### src/rtl/maint_event_logger.sv
// rtl/maint_event_logger.sv - elevator maintenance event capture FIFO and two-byte log record writer
module maint_event_logger #(
    parameter int FIFO_DEPTH = 4,
    parameter int LOG_BYTES  = 2048
) (
    input  logic       clk,
    input  logic       reset,
    input  logic       floor_arrive,
    input  logic       door_open,
    input  logic       overload,
    input  logic       fault,
    input  logic [3:0] floor,
    input  logic [3:0] fault_code,
    output logic [7:0] maint_data_out,
    output logic       data_enable,
    output logic       write_enable,
    output logic       log_full,
    output logic [7:0] drop_count
);

    localparam int          PW        = (FIFO_DEPTH > 1) ? $clog2(FIFO_DEPTH) : 1;
    localparam int          CW        = PW + 1;
    localparam logic [11:0] LOG_LIMIT = 12'(LOG_BYTES);

    typedef enum logic [1:0] {IDLE, HDR, PAY} state_t;

    logic [5:0]    fifo_q [FIFO_DEPTH];
    logic [PW-1:0] wr_ptr_q, rd_ptr_q;
    logic [CW-1:0] count_q, count_d;
    logic [7:0]    drop_q, drop_d;

    state_t        state_q;
    logic [7:0]    data_q;
    logic          wen_q;
    logic [5:0]    seq_q;
    logic [11:0]   byte_cnt_q;
    logic          log_full_q;

    logic          any_evt, fifo_full, enq, deq, last_byte;
    logic [5:0]    evt_entry, head, next_head;
    logic [2:0]    n_evt, n_drop;
    logic [8:0]    drop_sum;

    always_comb begin
        evt_entry = 6'h00;
        if (fault)          evt_entry = {2'b11, fault_code};
        else if (overload)  evt_entry = {2'b10, floor};
        else if (door_open) evt_entry = {2'b01, floor};
        else                evt_entry = {2'b00, floor};

        n_evt     = 3'(fault) + 3'(overload) + 3'(door_open) + 3'(floor_arrive);
        any_evt   = (n_evt != 3'd0);
        fifo_full = (count_q == CW'(FIFO_DEPTH));
        enq       = any_evt && !fifo_full && !log_full_q;
        deq       = (state_q == PAY);
        n_drop    = n_evt - 3'(enq);
        drop_sum  = 9'(drop_q) + 9'(n_drop);
        drop_d    = drop_sum[8] ? 8'hFF : drop_sum[7:0];

        count_d = count_q;
        if (enq && !deq)      count_d = count_q + CW'(1);
        else if (!enq && deq) count_d = count_q - CW'(1);

        head      = fifo_q[rd_ptr_q];
        next_head = fifo_q[rd_ptr_q + PW'(1)];
        last_byte = (byte_cnt_q + 12'd1 == LOG_LIMIT);
    end

    // Entry storage carries no reset; occupancy and pointers define validity.
    always_ff @(posedge clk) begin
        if (enq) fifo_q[wr_ptr_q] <= evt_entry;
    end

    always_ff @(posedge clk or negedge reset) begin
        if (!reset) begin
            wr_ptr_q <= '0;
            rd_ptr_q <= '0;
            count_q  <= '0;
            drop_q   <= 8'h00;
        end else begin
            if (enq) wr_ptr_q <= wr_ptr_q + PW'(1);
            if (deq) rd_ptr_q <= rd_ptr_q + PW'(1);
            count_q <= count_d;
            drop_q  <= drop_d;
        end
    end

    // Strobes and data are registered one state ahead, so the value seen in HDR/PAY is set on entry.
    always_ff @(posedge clk or negedge reset) begin
        if (!reset) begin
            state_q    <= IDLE;
            data_q     <= 8'h00;
            wen_q      <= 1'b0;
            seq_q      <= 6'd0;
            byte_cnt_q <= 12'd0;
            log_full_q <= 1'b0;
        end else begin
            case (state_q)
                IDLE: begin
                    if (count_q != '0 && !log_full_q) begin
                        state_q <= HDR;
                        data_q  <= {head[5:4], seq_q};
                        wen_q   <= 1'b1;
                    end else begin
                        data_q  <= 8'h00;
                        wen_q   <= 1'b0;
                    end
                end
                HDR: begin
                    state_q    <= PAY;
                    data_q     <= {4'h0, head[3:0]};
                    wen_q      <= 1'b1;
                    byte_cnt_q <= byte_cnt_q + 12'd1;
                end
                PAY: begin
                    byte_cnt_q <= byte_cnt_q + 12'd1;
                    seq_q      <= seq_q + 6'd1;
                    if (last_byte) log_full_q <= 1'b1;
                    if (count_q > CW'(1) && !last_byte) begin
                        state_q <= HDR;
                        data_q  <= {next_head[5:4], seq_q + 6'd1};
                        wen_q   <= 1'b1;
                    end else begin
                        state_q <= IDLE;
                        data_q  <= 8'h00;
                        wen_q   <= 1'b0;
                    end
                end
                default: begin
                    state_q <= IDLE;
                    data_q  <= 8'h00;
                    wen_q   <= 1'b0;
                end
            endcase
        end
    end

    assign maint_data_out = data_q;
    assign data_enable    = wen_q;
    assign write_enable   = wen_q;
    assign log_full       = log_full_q;
    assign drop_count     = drop_q;

endmodule
### config.mk
export PLATFORM = sky130hd
export DESIGN_NAME = maint_event_logger
export DESIGN_NICKNAME = d
export VERILOG_FILES = /design/src/rtl/maint_event_logger.sv
export SDC_FILE = /design/constraint.sdc
export NUM_CORES = 1
export LEC_CHECK = 0
export BUFFER_PORTS_ARGS = -buffer_cell sky130_fd_sc_hd__clkbuf_2
export CORE_MARGIN = 5
export CORE_UTILIZATION = 58
export DETAILED_ROUTE_END_ITERATION = 8
export PLACE_DENSITY = 0.89
export SLEW_MARGIN = 20
export SYNTH_ARGS = -nofsm -noshare
export SYNTH_HDL_FRONTEND = slang
export SYNTH_SLANG_ARGS = --single-unit
### constraint.sdc
create_clock -name clk -period 4.9 [get_ports clk]
set_input_delay 0.49 -clock clk [delete_from_list [all_inputs] [get_ports clk]]
set_output_delay 0.49 -clock clk [all_outputs]
set_load 0.02 [all_outputs]
==> impl_metrics.toml, run 1 <==
[timing]
grt_setup_unrepaired = "no"
finalMaxSlewViolations = 0
tightest_slew_ns = 0.557
period_share_pct = 73.1
fmax_mhz = 279
slew_headroom_pct = 62.9
fin_crit_ns = 3.58
setup_tns_ns = 0
setup_violations = 0
skew_ns = 0.00526
final-hold-violation-count = 0

[worst_setup_path]
cp_top_family = "adder cells"
worst_path_max_delay_cell = "fa_1"
crit_arrival_ns = 3.81
rr_worst_depth = 14
worst-path-max-fanout = 9
crit_path_end = "drop_count[5]"
cp.depth = 18
r2r_end = "drop_count[0]"
reg2reg_slack_ns = 2.05
path_common_cell = "ha_1"
required_ns = 5.13
start_kind = "input port"
crit_path_max_incr_delay_ns = 0.49
setup.worst_path.class = "in2reg"
crit_path_start = "fault"
critPathBufInv = 5
path_cells = "clkbuf_2 -> inv_1 -> fa_1 -> inv_1 -> ha_1 -> ha_1 -> nor3_1 -> a211oi_1 -> buf_4 -> ha_1 -> ha_1 -> inv_1 -> ha_1 -> a21o_1 -> a21oi_1 -> nor2_1 -> xnor2_1 -> nand2_1"
endpoint_kind = "flip-flop"
rr_startpoint = "count_q[0]"

[synth]
ys_warn_count = 0
synth_edf_count = 24
synth.area.top_cells = "dfrtp_1 (31%), edfxtp_1 (20%), ha_1 (8.0%), xnor2_1 (4.4%), inv_1 (2.7%)"
yosys_most_used_dff = "dfrtp_1"
avgSynthCellArea_um2 = 11.7
yosysTopAreaCellShare_pct = 31.5
synth_fp_nets = 346
ys_ff_latch = 69
synthArstFlopShare_pct = 65.2
syn_area_um2 = 3580
postSynthCellCount = 307
synth.lib_cells_used.distinct = 47
seq_area_frac_synth_pct = 51.6
yosys.area.top_type = "dfrtp_1"

[floorplan]
pin_count = 33
die_x_um = 88.6
die_h_um = 88.6
row_count = 28
initial_core_util_pct = 60.1
core_um2 = 5960
die-area_um2 = 7840

[cells_and_area]
antenna-diode-count = 0
final_cell_area_um2 = 4000
synthToLayoutAreaGrowth_pct = 11.8
drive_gt1_share_pct = 19.6
fin_util_pct = 67.2
seq_area_um2 = 1850
multi_input_area_um2 = 1590
nNetsFinal = 381
fillers = 443

[power_and_ir_drop]
power.density_nw_per_um2 = 646
totalPowerFinal_w = 0.00259
p_leak_nw = 1.77
ir_drop_uv = 432

[routing]
via_per_inst = 5.63
drtAntennaViolNets = 0
drc = 0
wl_per_cell_um = 15.7
first_pass_iters = 5
vias = 2376
drt_wl_total_mm = 6.61
first_iter_violations = 111

[worst_hold_path]
hp-class = "in2async"

[clock_network]
clockBufferDepth = 2
hold_buffers = 0
htree_levels = 3
cts_num_sinks = 69
clkTransAtPathRegs_ns = 0.08
cts_resized = 0
insertion_delay_ns = 0.35
cts_tree = "built"
clockRootBuffer = "clkbuf_8"
cts_buffers = 9
cts_setup_buffers = 0

[place]
detailed_place_hpwl_mm = 4.86
port_buffers = 32
dpl-instance-area_um2 = 3800
routabilityCongestion = 0.824

[global_routing]
grt_pass1_wl_mm = 11.5
grt_pass1_vias = 2419
grt_max_degree = 46
antenna_found_initial = 0
track_usage_pct = 19.5
grt_overflow = 0

[status]
outcome = "finished clean"

[run]
drv_cap = 0
placed cells by master (no fill, tap or decap), types with 3 or more instances in the layout:
| master | netlist | layout |
|---|---|---|
| dfrtp_1 | 45 | 45 |
| o21ai_0 | 12 | 12 |
| edfxtp_1 | 24 | 24 |
| inv_1 | 26 | 26 |
| nand2_1 | 25 | 25 |
| clkbuf_8 | 0 | 9 |
| a21oi_1 | 11 | 11 |
| ha_1 | 23 | 23 |
| mux4_2 | 4 | 4 |
| clkbuf_2 | 0 | 32 |
| xor2_1 | 11 | 11 |
| nor3_1 | 6 | 6 |
| nand3_1 | 13 | 13 |
| o21ai_1 | 4 | 4 |
| inv_6 | 0 | 3 |
| and3_1 | 4 | 4 |
| mux2i_1 | 6 | 6 |
| nor2_1 | 15 | 15 |
| and2_1 | 5 | 5 |
| mux2_2 | 7 | 7 |
| nor3b_1 | 3 | 3 |
| xnor2_1 | 18 | 18 |
| nand4_1 | 6 | 6 |
cell families after synthesis:
kind of cell	share of synthesized area (%)
simple gates	11.3
flops	51.6
compound gates	10.3
buf+inv	4.12
xor+xnor	7.10
fa+ha+maj	9.16
mux	6.40
synth_stat cells (2+ instances only):
library cell,number
xor2_1,11
and2_1,5
nand4_1,6
o21a_1,2
o32ai_1,2
nor3_1,6
nor3b_1,3
o21ai_1,4
o31ai_1,2
clkbuf_1,6
a211o_1,2
fa_1,2
and3_1,4
a21oi_1,11
nand3_1,13
mux2i_1,6
and4_1,2
inv_1,26
mux2_2,7
ha_1,23
nor2_1,15
xnor2_1,18
dfrtp_1,45
edfxtp_1,24
nand2_1,25
o21ai_0,12
mux4_2,4
a32oi_1,2
worst reg2reg max path: cells and delay by family, from the launching register on:
kind                     cells  cell delay [ns]
flip-flops                   1             0.44
buffers and inverters        5             0.47
AO/OA/AOI/OAI                2             0.36
AND/OR/NAND/NOR              3             0.51
adder cells (fa/ha/maj)      4             1.02
power breakdown:
group          internal [W]  leakage, nW  switching [W]
sequential         0.000825        0.782       0.000202
combinational      0.000463        0.888       0.000616
clock              0.000242        0.101       0.000238
total               0.00153         1.77        0.00106
stage by stage:
step	std cells	setup slack (ns)	hold WS, ns
floorplan	307	1.14	0.194
global placement	406	1.17	0.463
detailed placement	406	0.936	0.482
CTS	422	1.33	0.229
global route	422	1.08	0.247
finish	422	1.32	0.214
state kept, by name, indices dropped and copies added, names as in the netlist:
register	flops
wr_ptr_q	2
seq_q	6
log_full	1
maint_data_out	8
count_q	3
drop_count	8
fifo_q	24
rd_ptr_q	2
byte_cnt_q	12
state_q	2
data_enable	1
layout make-up:
type	instances	share of cell area (%)
well taps	75	2.34
inverters	26	2.44
multi-input cells	202	39.6
flip-flops and latches	69	46.1
repair buffers	34	4.38
clock buffers	9	3.09
clock inverters	7	2.03
worst min path at each step:
stage	start	to	slack, ns	cells past startpoint
4_1_cts	reset	maint_data_out[1]	0.23	2
6_report	reset	seq_q[1]	0.21	2
3_5_place_dp	byte_cnt_q[11]	byte_cnt_q[11]	0.48	1
2_1_floorplan	reset	byte_cnt_q[0]	0.19	0
3_3_place_gp	byte_cnt_q[11]	byte_cnt_q[11]	0.46	1
5_1_grt	reset	seq_q[3]	0.25	2
per-layer routing:
metal	vias to the layer above	share of wire [%]	GRT usage (%)
met5	-	0	0
met2	69	49	31.5
met1	1146	45	25.8
li1	1148	-	-
met3	13	4.1	2.89
met4	0	2.3	9.89
Note: power is estimated with default switching activity, not from simulation.
==> run 2: changes to the inputs <==
--- a/config.mk
+++ b/config.mk
@@ -5,6 +5,7 @@
 export SDC_FILE = /design/constraint.sdc
 export NUM_CORES = 1
 export LEC_CHECK = 0
+export ABC_AREA = 1
 export BUFFER_PORTS_ARGS = -buffer_cell sky130_fd_sc_hd__clkbuf_2
 export CORE_MARGIN = 5
 export CORE_UTILIZATION = 58
==> constraint.sdc (replaced) <==
create_clock -name clk -period 3.4 [get_ports clk]
set_input_delay 0.34 -clock clk [delete_from_list [all_inputs] [get_ports clk]]
set_output_delay 0.34 -clock clk [all_outputs]
set_load 0.02 [all_outputs]
==> run 2 against run 1 <==
  * Final area grew 3.5%
  * Combinational power grew 60%
  * Synthesized cell count increased by 38%
  * Worst hold slack lost 0.15 ns
  * Sequential cell count is the same
  * First-iteration DRC count up 85%
  * Critical endpoint is now drop_count[2]
  * Clock skew is 0.0011 ns higher
  * Core utilization down 0.81 points
  * Power rose by 46%
  * Sequential power up 39%
  * Largest cell class unchanged
==> impl_metrics.toml, run 2 <==
[status]
outcome = "finished clean"

[worst_setup_path]
required_ns = 3.67
reg2reg_slack_ns = 0.50
start_kind = "input port"
rr_startpoint = "count_q[0]"
endpoint_kind = "flip-flop"
rr_worst_depth = 15
crit_arrival_ns = 3.48
r2r_end = "drop_count[2]"
setup.worst_path.class = "in2reg"
worst-path-max-fanout = 7

[global_routing]
track_usage_pct = 21.0
antenna_found_initial = 0
grt_max_degree = 46
grt_overflow = 0
grt_pass1_vias = 2839
grt_pass1_wl_mm = 12.9

[run]
drv_cap = 0

[floorplan]
pin_count = 33
die_h_um = 89.6
die-area_um2 = 8020
initial_core_util_pct = 58.8
row_count = 29
core_um2 = 6240
die_x_um = 89.6

[synth]
seq_area_frac_synth_pct = 50.3
synth_edf_count = 24
ys_ff_latch = 69
ys_warn_count = 0
synth.lib_cells_used.distinct = 29
yosysTopAreaCellShare_pct = 30.7
synth.area.top_cells = "dfrtp_1 (31%), edfxtp_1 (20%), nand2_1 (8.9%), ha_1 (7.8%), inv_1 (7.0%)"
syn_area_um2 = 3670
yosys_most_used_dff = "dfrtp_1"
yosysMostFrequentCell = "nand2_1"
yosys.area.top_type = "dfrtp_1"
postSynthCellCount = 423
synthArstFlopShare_pct = 65.2
avgSynthCellArea_um2 = 8.68
synthTopCellsByCount = "nand2_1 (87), inv_1 (68), dfrtp_1 (45)"
synth_fp_nets = 462

[timing]
fmax_mhz = 312
setup_tns_ns = 0
setup_violations = 0
grt_setup_unrepaired = "no"
tightest_slew_ns = 0.616
skew_ns = 0.00635
finalMaxSlewViolations = 0
final-hold-violation-count = 0
slew_headroom_pct = 59.0
fin_crit_ns = 3.21
period_share_pct = 94.3

[clock_network]
clkTransAtPathRegs_ns = 0.07
clockBufferDepth = 2
htree_levels = 3
cts_tree = "built"
cts_buffers = 9
hold_buffers = 0
insertion_delay_ns = 0.35
clockRootBuffer = "clkbuf_8"
cts_num_sinks = 69

[cells_and_area]
drive_gt1_share_pct = 14.7
synthToLayoutAreaGrowth_pct = 12.9
regMostFlops = "fifo_q"
top_regs = "fifo_q: 24 flops, byte_cnt_q: 12 flops"
multi_input_area_um2 = 1550
fin_util_pct = 66.4
antenna-diode-count = 0
fillers = 485
seq_area_um2 = 1850
layout_common_cells = "nand2_1 (86), inv_1 (68), dfrtp_1 (45)"
nNetsFinal = 503
fin_cells = 546
layout_commonest_cell = "nand2_1"
final_cell_area_um2 = 4150
largest_reg_flops = 24

[place]
dpl-instance-area_um2 = 3950
dpl.cell_count = 530
routabilityCongestion = 0.854
detailed_place_hpwl_mm = 5.27
port_buffers = 32

[routing]
first_pass_iters = 4
vias = 2950
drc = 0
first_iter_violations = 205
drtAntennaViolNets = 0
via_per_inst = 5.40
drt_wl_total_mm = 7.30
wl_per_cell_um = 13.4

[worst_hold_path]
hp-class = "in2async"

[power_and_ir_drop]
totalPowerFinal_w = 0.00379
ir_drop_uv = 644
p_leak_nw = 2.00
power.density_nw_per_um2 = 913
## run 2: how the worst max path moves through the flow
stage,to,depth (start not counted),slack [ns],start
finish,drop_count[2],18,0.19,floor_arrive
global route,drop_count[6],18,0.02,floor_arrive
CTS,drop_count[2],18,0.007,floor_arrive
detailed placement,drop_count[6],18,-0.37,floor_arrive
global placement,drop_count[6],16,-0.13,floor_arrive
floorplan,drop_count[2],15,0.03,floor_arrive
## run 2: layer usage
| metal | track usage, % | routed length, um | vias to the layer above |
|---|---|---|---|
| li1 | - | - | 1446 |
| met3 | 4.42 | 415 | 11 |
| met4 | 7.31 | 119 | 0 |
| met5 | 0 | 0 | - |
| met1 | 27.9 | 3200 | 1402 |
| met2 | 34.2 | 3570 | 91 |
## run 2: final cells by class
cell class | instances | area share [%]
sequential | 69 | 44.6
tap | 77 | 2.32
multi-input combinational | 276 | 37.4
clock buffer | 12 | 3.77
timing repair buffer | 39 | 5.13
inverter | 69 | 6.25
clock inverter | 4 | 0.543
## run 2: power by group
group	internal [W]	switching, W	total [W]
Combinational	0.000612	0.00112	0.00173
Clock	0.000306	0.000314	0.000620
Sequential	0.00120	0.000239	0.00143
Total	0.00211	0.00167	0.00379
## run 2: stage by stage
stage	worst slack, ns	hold slack, ns
global route	0.0172	0.127
detailed placement	-0.370	0.460
floorplan	0.0314	0.0444
global placement	-0.126	0.458
finish	0.193	0.0614
CTS	0.00697	0.0748
## run 2: cell families (layout without fill, tap and decap cells)
group                      count (synthesis)  in the layout  synth area share, %
adders and majority gates                 25             25                 8.93
DFF                                       69             69                 50.3
and+or+nand+nor                          175            175                 20.7
xor gates and xnor gates                  10             10                 2.39
buffers and inverters                     78            124                 8.08
AOI/OAI and AO/OA                         66             66                 9.65
## run 2: timing repair
action                                  in CTS  in global routing
setup buffers                                0                  0
gates resized for setup                      0                  7
endpoints found under the setup margin       0                  8
## run 2: critical path, cell delays in order
cell,delay [ns]
clkbuf_2,0.08
inv_1,0.05
fa_1,0.52
inv_1,0.04
ha_1,0.17
ha_1,0.29
nor3_2,0.13
nor3_2,0.06
ha_1,0.30
inv_1,0.07
ha_1,0.15
inv_1,0.06
fa_2,0.35
nor2_2,0.11
nor2_1,0.09
nor4_2,0.36
nand2_2,0.18
o21ai_1,0.12
==> run 3: changes to the inputs <==
==> constraint.sdc (replaced) <==
create_clock -name clk -period 4.1 [get_ports clk]
set_input_delay 0.41 -clock clk [delete_from_list [all_inputs] [get_ports clk]]
set_output_delay 0.41 -clock clk [all_outputs]
set_load 0.02 [all_outputs]
==> run 3 against run 2 <==
  * Sequential power shrank 17%
  * Sequential share of layout area grew 0.11 points
  * Sequential cell count unchanged
  * Largest power group unchanged
  * Register-to-register slack gained 0.36 ns
  * Die area unchanged
  * Power shrank 14%
  * Global-route usage is 0.14 points higher
==> impl_metrics.toml, run 3 (synthesis gave the netlist of run 2 again) <==
[routing]
via_per_inst = 5.37
drtAntennaViolNets = 0
first_iter_violations = 156
wl_per_cell_um = 13.4
vias = 2907
first_pass_iters = 5
drc = 0
drt_wl_total_mm = 7.26

[power_and_ir_drop]
power.density_nw_per_um2 = 785
p_comb_share_pct = 43.4
power_switching_w = 0.00137
p_leak_nw = 2.00
switching_share_pct = 42.1
ir_drop_uv = 554
internal_power_w = 0.00188
clock_power_share_pct = 20.1
power.share.sequential_pct = 36.5

[clock_network]
insertion_delay_ns = 0.35
clockRootBuffer = "clkbuf_8"
hold_buffers = 0
cts_resized = 0
cts_buffers = 9
cts_tree = "built"
clockBufferDepth = 2
htree_levels = 3
clkTransAtPathRegs_ns = 0.07
cts_setup_buffers = 0
cts_num_sinks = 69

[worst_setup_path]
reg2reg_slack_ns = 0.86
rr_startpoint = "count_q[0]"
crit_path_end = "drop_count[6]"
r2r_end = "drop_count[6]"
rr_worst_depth = 15
endpoint_kind = "flip-flop"
worst-path-max-fanout = 7
crit_path_start = "fault"
crit_arrival_ns = 3.96
setup.worst_path.class = "in2reg"
start_kind = "input port"
required_ns = 4.36

[timing]
setup_violations = 0
final-hold-violation-count = 0
skew_ns = 0.00584
setup_tns_ns = 0
holdWs_ns = 0.131
period_share_pct = 90.4
finalMaxSlewViolations = 0
fmax_mhz = 270
tightest_slew_ns = 0.607
grt_setup_unrepaired = "no"
slew_headroom_pct = 59.5
fin_crit_ns = 3.71

[place]
port_buffers = 32
routabilityCongestion = 0.867
detailed_place_hpwl_mm = 5.16

[floorplan]
die_h_um = 89.6
initial_core_util_pct = 58.8
die-area_um2 = 8020
core_um2 = 6240
die_x_um = 89.6
pin_count = 33
row_count = 29

[global_routing]
antenna_found_initial = 0
track_usage_pct = 21.2
grt_pass1_wl_mm = 12.8
grt_overflow = 0
grt_pass1_vias = 2813
grt_max_degree = 46

[cells_and_area]
antenna-diode-count = 0
layout_common_cells = "nand2_1 (87), inv_1 (68), dfrtp_1 (45)"
nNetsFinal = 498
drive_gt1_share_pct = 12.3
regMostFlops = "fifo_q"
fillers = 510
largest_reg_flops = 24
synthToLayoutAreaGrowth_pct = 12.6
layout_commonest_cell = "nand2_1"
top_regs = "fifo_q: 24 flops, byte_cnt_q: 12 flops"

[worst_hold_path]
hp-class = "in2async"

[run]
drv_cap = 0

[status]
outcome = "finished clean"
## run 3: changes by cell type in the layout (fill, tap and decap cells not counted), sizes merged
cell,delta
clkinv,-1
bufinv,+3
clkinvlp,-1
clkbuf,-1
buf,-5
## run 3: metal layers
metal	part of all wire [%]	GRT usage (%)	wire, um
met1	44	26.4	3200
met2	49	35.2	3580
met3	4.4	4.33	318
met4	2.2	9.74	159
met5	0	0	0
## run 3: per-stage QoR
step | total power [W] | std cells | util, % | instance area, um2 | worst slack, ns
2_1_floorplan | 0.00222 | 423 | - | 3670 | 0.511
3_3_place_gp | 0.00250 | 525 | 62.6 | 3910 | 0.447
3_5_place_dp | 0.00259 | 525 | 62.6 | 3910 | 0.156
4_1_cts | 0.00325 | 541 | 66.3 | 4140 | 0.426
5_1_grt | 0.00354 | 541 | 66.3 | 4140 | 0.124
6_report | 0.00325 | 541 | 66.3 | 4140 | 0.395
## run 3: final cells by class
class	instances	area (um2)	share of cell area, %
Sequential cell	69	1850	44.7
Multi-Input combinational cell	276	1530	36.9
Inverter	69	259	6.26
Timing Repair Buffer	34	175	4.24
Clock buffer	11	131	3.18
Clock inverter	5	98.8	2.39
Tap cell	77	96.3	2.33
## run 3: worst min path at each step
stage	startpoint	end	slack, ns	depth (start not counted)
4_1_cts	reset	byte_cnt_q[11]	0.15	2
5_1_grt	reset	byte_cnt_q[10]	0.18	2
6_report	reset	byte_cnt_q[3]	0.13	2
3_3_place_gp	byte_cnt_q[0]	byte_cnt_q[0]	0.51	1
2_1_floorplan	reset	byte_cnt_q[0]	0.11	0
3_5_place_dp	wr_ptr_q[0]	wr_ptr_q[0]	0.52	1
## run 3: worst max-delay path, stage by stage
cell	delay, ns
clkbuf_2	0.13
inv_1	0.12
fa_1	0.49
inv_1	0.04
ha_1	0.17
ha_1	0.29
nor3_1	0.19
nor3_1	0.09
ha_1	0.20
ha_1	0.33
fa_1	0.45
nor2_1	0.14
nor2_1	0.09
nor4_1	0.36
nand2_1	0.28
o21ai_0	0.18
## run 3: power groups by stage
stage	clock network, W	registers (W)	logic [W]
CTS	0.000661	0.00118	0.00140
global placement	0	0.00118	0.00132
finish	0.000653	0.00118	0.00141
floorplan	0	0.00122	0.000997
global route	0.000691	0.00122	0.00163
detailed placement	0	0.00119	0.00139
